## src/rtl/multicycle_control_unit.sv

```systemverilog
// multicycle_control_unit
//
// Sequences each MIPS instruction through FETCH/DECODE/EXEC/MEM/WB, holding
// the instruction register, a sticky halt state and (optionally) an LL/SC
// link flag. All strobes are combinational from state + IR (+ hit inputs).
//
// Handshake: a request (iREN in FETCH, dREN/dWEN in MEM) is raised on entry
// to its state and held, together with every decoded field, until the
// matching hit (ihit/dhit) is seen high on a rising edge; that edge completes
// the transfer and leaves the state. A hit seen in any other state is ignored.
// An SC whose link is already lost raises no request and completes at once.
//
// Parameters:
//   LLSC_EN  1: decode LL/SC and keep the link flag; 0: LL/SC are illegal.
//   WORD_W   instruction width; field positions are the 32-bit MIPS ones.
// Ports:
//   CLK, nRST                  clock, async active-low reset
//   instruction, ihit          icache word and completion
//   dhit                       dcache completion
//   alu_zf                     ALU zero flag (branch resolve in EXEC)
//   link_clear                 coherence invalidate of the linked line
//   iREN, dREN, dWEN           memory requests
//   IRWr, PCWr, RegWr          one-cycle write strobes
//   opcode..immediate26        fields of the latched IR
//   MemToReg, RegDst, ALUSrc,
//   ExtOp, ALUctr, PCSrc       datapath selects
//   sc_success                 value SC writes to rt
//   link_valid, halt, state    link flag, sticky halt, debug state
//
// ALUctr encoding: 0 ADD, 1 ADDU, 2 SUB, 3 SUBU, 4 AND, 5 OR, 6 XOR, 7 NOR,
//                  8 SLT, 9 SLTU, 10 SLL, 11 SRL.
module multicycle_control_unit #(
  parameter bit LLSC_EN = 1'b1,
  parameter int WORD_W  = 32
) (
  input  logic              CLK,
  input  logic              nRST,
  input  logic [WORD_W-1:0] instruction,
  input  logic              ihit,
  input  logic              dhit,
  input  logic              alu_zf,
  input  logic              link_clear,
  output logic              iREN,
  output logic              dREN,
  output logic              dWEN,
  output logic              IRWr,
  output logic              PCWr,
  output logic              RegWr,
  output logic [5:0]        opcode,
  output logic [5:0]        funct,
  output logic [4:0]        rs,
  output logic [4:0]        rt,
  output logic [4:0]        rd,
  output logic [4:0]        shamt,
  output logic [15:0]       immediate,
  output logic [25:0]       immediate26,
  output logic [1:0]        MemToReg,
  output logic [1:0]        RegDst,
  output logic [1:0]        ALUSrc,
  output logic              ExtOp,
  output logic [3:0]        ALUctr,
  output logic [2:0]        PCSrc,
  output logic              sc_success,
  output logic              link_valid,
  output logic              halt,
  output logic [2:0]        state
);

  typedef enum logic [2:0] {
    S_FETCH  = 3'd0,
    S_DECODE = 3'd1,
    S_EXEC   = 3'd2,
    S_MEM    = 3'd3,
    S_WB     = 3'd4,
    S_HALT   = 3'd5
  } state_t;

  localparam logic [5:0] OP_RTYPE = 6'h00;
  localparam logic [5:0] OP_J     = 6'h02;
  localparam logic [5:0] OP_JAL   = 6'h03;
  localparam logic [5:0] OP_BEQ   = 6'h04;
  localparam logic [5:0] OP_BNE   = 6'h05;
  localparam logic [5:0] OP_ADDI  = 6'h08;
  localparam logic [5:0] OP_ADDIU = 6'h09;
  localparam logic [5:0] OP_SLTI  = 6'h0A;
  localparam logic [5:0] OP_SLTIU = 6'h0B;
  localparam logic [5:0] OP_ANDI  = 6'h0C;
  localparam logic [5:0] OP_ORI   = 6'h0D;
  localparam logic [5:0] OP_XORI  = 6'h0E;
  localparam logic [5:0] OP_LUI   = 6'h0F;
  localparam logic [5:0] OP_LW    = 6'h23;
  localparam logic [5:0] OP_SW    = 6'h2B;
  localparam logic [5:0] OP_LL    = 6'h30;
  localparam logic [5:0] OP_SC    = 6'h38;
  localparam logic [5:0] OP_HALT  = 6'h3F;

  localparam logic [5:0] FN_SLL  = 6'h00;
  localparam logic [5:0] FN_SRL  = 6'h02;
  localparam logic [5:0] FN_JR   = 6'h08;
  localparam logic [5:0] FN_ADD  = 6'h20;
  localparam logic [5:0] FN_ADDU = 6'h21;
  localparam logic [5:0] FN_SUB  = 6'h22;
  localparam logic [5:0] FN_SUBU = 6'h23;
  localparam logic [5:0] FN_AND  = 6'h24;
  localparam logic [5:0] FN_OR   = 6'h25;
  localparam logic [5:0] FN_XOR  = 6'h26;
  localparam logic [5:0] FN_NOR  = 6'h27;
  localparam logic [5:0] FN_SLT  = 6'h2A;
  localparam logic [5:0] FN_SLTU = 6'h2B;

  localparam logic [3:0] ALU_ADD  = 4'd0;
  localparam logic [3:0] ALU_ADDU = 4'd1;
  localparam logic [3:0] ALU_SUB  = 4'd2;
  localparam logic [3:0] ALU_SUBU = 4'd3;
  localparam logic [3:0] ALU_AND  = 4'd4;
  localparam logic [3:0] ALU_OR   = 4'd5;
  localparam logic [3:0] ALU_XOR  = 4'd6;
  localparam logic [3:0] ALU_NOR  = 4'd7;
  localparam logic [3:0] ALU_SLT  = 4'd8;
  localparam logic [3:0] ALU_SLTU = 4'd9;
  localparam logic [3:0] ALU_SLL  = 4'd10;
  localparam logic [3:0] ALU_SRL  = 4'd11;

  localparam logic [2:0] PC_SEQ = 3'd0;
  localparam logic [2:0] PC_BR  = 3'd1;
  localparam logic [2:0] PC_J   = 3'd2;
  localparam logic [2:0] PC_JR  = 3'd3;

  state_t            state_q, state_d;
  logic [WORD_W-1:0] ir;
  logic              link_q;
  logic              sc_armed;
  logic              legal;

  // ---------------------------------------------------------------- fields
  assign opcode      = ir[31:26];
  assign rs          = ir[25:21];
  assign rt          = ir[20:16];
  assign rd          = ir[15:11];
  assign shamt       = ir[10:6];
  assign funct       = ir[5:0];
  assign immediate   = ir[15:0];
  assign immediate26 = ir[25:0];

  assign state      = state_q;
  assign halt       = (state_q == S_HALT);
  assign link_valid = link_q;
  assign sc_success = sc_armed;

  // ------------------------------------------------------- class decode
  logic is_j, is_jr, is_jal, is_beq, is_bne, is_lw, is_sw, is_ll, is_sc;
  logic is_halt, is_mem, branch_taken, sc_done;

  assign is_j    = (opcode == OP_J);
  assign is_jr   = (opcode == OP_RTYPE) && (funct == FN_JR);
  assign is_jal  = (opcode == OP_JAL);
  assign is_beq  = (opcode == OP_BEQ);
  assign is_bne  = (opcode == OP_BNE);
  assign is_lw   = (opcode == OP_LW);
  assign is_sw   = (opcode == OP_SW);
  assign is_ll   = LLSC_EN && (opcode == OP_LL);
  assign is_sc   = LLSC_EN && (opcode == OP_SC);
  assign is_halt = (opcode == OP_HALT);
  assign is_mem  = is_lw || is_sw || is_ll || is_sc;

  assign branch_taken = (is_beq && alu_zf) || (is_bne && !alu_zf);
  // A failed SC never issues a store, so it finishes without waiting.
  assign sc_done      = !sc_armed || dhit;

  // Datapath selects depend only on IR, so they are stable for the whole
  // life of the instruction, including every wait cycle.
  always_comb begin
    legal    = 1'b0;
    ALUctr   = ALU_ADD;
    ALUSrc   = 2'd0;
    ExtOp    = 1'b0;
    RegDst   = 2'd0;
    MemToReg = 2'd0;
    case (opcode)
      OP_RTYPE: begin
        RegDst = 2'd1;
        legal  = 1'b1;
        case (funct)
          FN_ADD:  ALUctr = ALU_ADD;
          FN_ADDU: ALUctr = ALU_ADDU;
          FN_SUB:  ALUctr = ALU_SUB;
          FN_SUBU: ALUctr = ALU_SUBU;
          FN_AND:  ALUctr = ALU_AND;
          FN_OR:   ALUctr = ALU_OR;
          FN_XOR:  ALUctr = ALU_XOR;
          FN_NOR:  ALUctr = ALU_NOR;
          FN_SLT:  ALUctr = ALU_SLT;
          FN_SLTU: ALUctr = ALU_SLTU;
          FN_SLL:  begin ALUctr = ALU_SLL; ALUSrc = 2'd2; end
          FN_SRL:  begin ALUctr = ALU_SRL; ALUSrc = 2'd2; end
          FN_JR:   ALUctr = ALU_ADD;
          default: legal  = 1'b0;
        endcase
      end
      OP_ADDI:  begin legal = 1'b1; ALUctr = ALU_ADD;  ALUSrc = 2'd1; ExtOp = 1'b1; end
      OP_ADDIU: begin legal = 1'b1; ALUctr = ALU_ADDU; ALUSrc = 2'd1; ExtOp = 1'b1; end
      OP_SLTI:  begin legal = 1'b1; ALUctr = ALU_SLT;  ALUSrc = 2'd1; ExtOp = 1'b1; end
      OP_SLTIU: begin legal = 1'b1; ALUctr = ALU_SLTU; ALUSrc = 2'd1; ExtOp = 1'b1; end
      OP_ANDI:  begin legal = 1'b1; ALUctr = ALU_AND;  ALUSrc = 2'd1; end
      OP_ORI:   begin legal = 1'b1; ALUctr = ALU_OR;   ALUSrc = 2'd1; end
      OP_XORI:  begin legal = 1'b1; ALUctr = ALU_XOR;  ALUSrc = 2'd1; end
      OP_LUI:   begin legal = 1'b1; ALUSrc = 2'd1; MemToReg = 2'd3; end
      OP_BEQ,
      OP_BNE:   begin legal = 1'b1; ALUctr = ALU_SUB; ExtOp = 1'b1; end
      OP_LW:    begin legal = 1'b1; ALUSrc = 2'd1; ExtOp = 1'b1; MemToReg = 2'd1; end
      OP_SW:    begin legal = 1'b1; ALUSrc = 2'd1; ExtOp = 1'b1; end
      OP_LL:    begin legal = LLSC_EN; ALUSrc = 2'd1; ExtOp = 1'b1; MemToReg = 2'd1; end
      OP_SC:    begin legal = LLSC_EN; ALUSrc = 2'd1; ExtOp = 1'b1; MemToReg = 2'd3; end
      OP_J:     legal = 1'b1;
      OP_JAL:   begin legal = 1'b1; RegDst = 2'd2; MemToReg = 2'd2; end
      OP_HALT:  legal = 1'b1;
      default:  legal = 1'b0;
    endcase
  end

  // ------------------------------------------------- next state / strobes
  always_comb begin
    state_d = state_q;
    iREN    = 1'b0;
    dREN    = 1'b0;
    dWEN    = 1'b0;
    IRWr    = 1'b0;
    PCWr    = 1'b0;
    RegWr   = 1'b0;
    PCSrc   = PC_SEQ;
    case (state_q)
      S_FETCH: begin
        iREN = 1'b1;
        if (ihit) begin
          IRWr    = 1'b1;
          PCWr    = 1'b1;
          state_d = S_DECODE;
        end
      end
      S_DECODE: begin
        if (is_halt)     state_d = S_HALT;
        else if (!legal) state_d = S_FETCH;
        else if (is_j) begin
          PCWr    = 1'b1;
          PCSrc   = PC_J;
          state_d = S_FETCH;
        end else if (is_jr) begin
          PCWr    = 1'b1;
          PCSrc   = PC_JR;
          state_d = S_FETCH;
        end else if (is_jal) state_d = S_WB;
        else                 state_d = S_EXEC;
      end
      S_EXEC: begin
        if (is_beq || is_bne) begin
          if (branch_taken) begin
            PCWr  = 1'b1;
            PCSrc = PC_BR;
          end
          state_d = S_FETCH;
        end else if (is_mem) state_d = S_MEM;
        else                 state_d = S_WB;
      end
      S_MEM: begin
        if (is_lw || is_ll) begin
          dREN = 1'b1;
          if (dhit) state_d = S_WB;
        end else if (is_sw) begin
          dWEN = 1'b1;
          if (dhit) state_d = S_FETCH;
        end else if (is_sc) begin
          dWEN = sc_armed;
          if (sc_done) state_d = S_WB;
        end else begin
          state_d = S_FETCH;
        end
      end
      S_WB: begin
        RegWr = 1'b1;
        // JAL writes the link register and redirects the PC in one cycle;
        // PC already holds PC+4 from FETCH, which is the link value.
        if (is_jal) begin
          PCWr  = 1'b1;
          PCSrc = PC_J;
        end
        state_d = S_FETCH;
      end
      S_HALT:  state_d = S_HALT;
      default: state_d = S_FETCH;
    endcase
    // Requests and strobes must drop the moment reset asserts, not at the
    // next edge, so they are gated by nRST directly.
    if (!nRST) begin
      iREN  = 1'b0;
      dREN  = 1'b0;
      dWEN  = 1'b0;
      IRWr  = 1'b0;
      PCWr  = 1'b0;
      RegWr = 1'b0;
    end
  end

  // ------------------------------------------------------------ registers
  always_ff @(posedge CLK or negedge nRST) begin
    if (!nRST) begin
      state_q  <= S_FETCH;
      ir       <= '0;
      link_q   <= 1'b0;
      sc_armed <= 1'b0;
    end else begin
      state_q <= state_d;
      if (IRWr) ir <= instruction;

      // SC outcome is fixed as it enters MEM; an invalidate on that same
      // edge makes it fail.
      if (state_q == S_EXEC && is_sc) sc_armed <= link_q && !link_clear;

      // Invalidate has priority over a concurrent LL completion.
      if (!LLSC_EN || link_clear)
        link_q <= 1'b0;
      else if (state_q == S_MEM && is_ll && dhit)
        link_q <= 1'b1;
      else if (state_q == S_MEM && is_sc && sc_done)
        link_q <= 1'b0;
    end
  end

endmodule

```

## config.mk

```make
export PLATFORM = sky130hd
export DESIGN_NAME = multicycle_control_unit
export DESIGN_NICKNAME = d
export VERILOG_FILES = /design/src/rtl/multicycle_control_unit.sv
export SDC_FILE = /design/constraint.sdc
export NUM_CORES = 1
export LEC_CHECK = 0
export CAP_MARGIN = 25
export CORE_MARGIN = 5
export CORE_UTILIZATION = 42
export DETAILED_ROUTE_END_ITERATION = 8
export GPL_TIMING_DRIVEN = 0
export PLACE_DENSITY = 0.9
export SYNTH_ARGS = -nofsm -noshare
export SYNTH_HDL_FRONTEND = slang
export SYNTH_SLANG_ARGS = --single-unit
```

## constraint.sdc

```tcl
create_clock -name CLK -period 3.05 [get_ports CLK]
set_input_delay 0.61 -clock CLK [delete_from_list [all_inputs] [get_ports CLK]]
set_output_delay 0.61 -clock CLK [all_outputs]
set_load 0.05 [all_outputs]
```

==> results.cfg <==
[cts]
cts-root-buf = clkbuf_8
htree_levels = 2
clk_latency_ns = 0.28
cts_tree = done
cts_buffer_depth = 2
clk_pin_slew_worst_paths_ns = 0.08
clock-sinks = 37
numCtsBuffers = 5

[grt]
grt.total_usage_pct = 21.6
antenna_found_initial = 0
overflow = 0
grt_pass1_wl_mm = 12.9
first_global_vias = 2811
grt_start_max_net_pins = 43

[worst_setup_path]
rr_worst_depth = 6
crit_fanout = 5
cp.buffers_inverters = 1
max_stage_delay_ns = 0.84
crit_chain = or4_4 -> nor2_2 -> clkdlybuf4s50_1
cp.required_ns = 2.44
path_delay_family = buffers and inverters
r2r-end = state[1]
cp-end-kind = output pin
reg2reg_setup_slack_ns = 1.03
worstSetupPathType = reg -> out
worstPathArrival_ns = 2.37
rr_startpoint = ir[29]
cpMaxStageDelayCell = clkdlybuf4s50_1
cp-start-kind = register

[yosys]
syn_inst = 323
avgSynthCellArea_sq_um = 7.51
ys_async_sr_fraction_pct = 100
ys_ff_latch = 37
netlist_top_cells_area = dfrtp_1 38%, nand2_1 17%, buf_4 13%
syn_nets = 361
yosysWarnings = 0
synth_top_area_cell = dfrtp_1
synth_top_area_share_pct = 38.2
synth_edf_count = 0
syn-cell-area_sq_um = 2420
synth_cell_types = 47
synth.most_common_cell = nand2_1
ys_seq_area_share_pct = 38.2
synth_ff_type = dfrtp_1
yosys-top-cells-count = 113 x nand2_1, 43 x buf_4, 37 x dfrtp_1

[die]
core_sq_um = 5570
num_rows = 27
die_w_um = 86.0
dieArea_sq_um = 7390
die_y_um = 86.0
ios = 138
start_util_pct = 43.5

[cells_and_area]
antennaDiodeCount = 0
regArea_sq_um = 927
fill_cells = 434
multi_input_area_sq_um = 1130
fin_cells = 541
nets = 506
area_delta_synth_final_pct = 66.5
drive_above_1_share_pct = 16.4

[sta]
fmax_ghz = 0.335
fin_crit_sh_pct = 97.8
slew_headroom_pct = 63.6
clock-skew-final_ns = 0.00445
setup_viol = 0
final_max_slew_viol_count = 0
final.setup.tns_ns = 0
worstMarginPinSlew_ns = 0.545
hold_viol_final = 0
min_period_ns = 2.98
rsz0062_at_grt = false

[drt]
dr.pass1.iters = 5
drt-wirelength-per-cell_um = 14.8
drc = 0
vias = 2773
totalWireLength_mm = 8.02
drt_iter0_drc = 214
ant_nets = 0
avgViaCountPerCell = 5.13

[job]
maxCapViolations = 0

[placement]
gp_congestion = 0.981
dp.final_hpwl_mm = 6.26
dp.cells = 531
port_buffers = 136

[outcome]
status = completed

[min_path]
min_path_type = in -> async
kinds of logic after synthesis:
kind of cell,synth area share (%)
buffers and inverters,16.6
AO/OA/AOI/OAI,12.4
flip-flops,38.2
XOR/XNOR,0.361
other,0.155
AND/OR/NAND/NOR,32.4
sequential cells by signal, indices dropped and copies added, names as in the netlist:
register / cells
state: 3
sc_success: 1
link_valid: 1
ir: 32
cell usage in the layout, fill, tap and decap left out, drive strengths merged, types with 5 or more instances in the layout:
cell	Yosys	final
dlygate4sd2	0	5
dfrtp	37	37
buf	43	50
clkbuf	17	24
clkdlybuf4s50	0	120
a21oi	9	9
o21ai	15	15
nand2	113	113
nor2	21	21
nor3	7	7
metrics by stage:
stage               hold WS [ns]  util [%]  cell area (sq um)  setup slack, ns
finish                     0.223      72.4               4040           0.0661
global route               0.249      72.4               4040          0.00649
CTS                        0.232      72.6               4050          0.00515
detailed placement         0.501      70.1               3910           -0.890
global placement           0.484      70.2               3910            -2.09
floorplan                  0.314         -               2460           -0.312
per-layer routing:
metal | vias to the layer above | global-route usage [%] | share of wire, %
met4 | 0 | 5.76 | 0.85
met3 | 9 | 7.11 | 11
met5 | - | 0 | 0
met2 | 164 | 37.3 | 49
met1 | 1276 | 25.6 | 39
li1 | 1324 | - | -
area by class of cell:
type | instances | share of cell area (%)
Sequential cell | 37 | 23.0
Multi-Input combinational cell | 222 | 28.1
Clock buffer | 6 | 2.05
Timing Repair Buffer | 139 | 33.8
Clock inverter | 2 | 0.930
Inverter | 4 | 0.372
Tap cell | 72 | 2.23
Buffer | 59 | 9.54
how the worst max path moves through the flow:
stage	startpoint	to	slack [ns]	cells after the start
after floorplan	ir[28]	PCWr	-0.31	5
after global placement	nRST	IRWr	-2.09	5
after detailed placement	nRST	IRWr	-0.89	5
after CTS	ir[30]	dWEN	0.005	7
after global routing	ir[29]	ALUSrc[1]	0.006	7
final	ir[29]	RegDst[1]	0.07	3
what timing repair did:
item	in CTS	in global routing
hold buffers	0	0
resized for setup	34	13
setup endpoints to repair	16	12
setup buffers	2	1
pin swaps	1	1
Power is not shown: default switching activity piles up to over one toggle a cycle in this logic, so the estimate is an artifact.
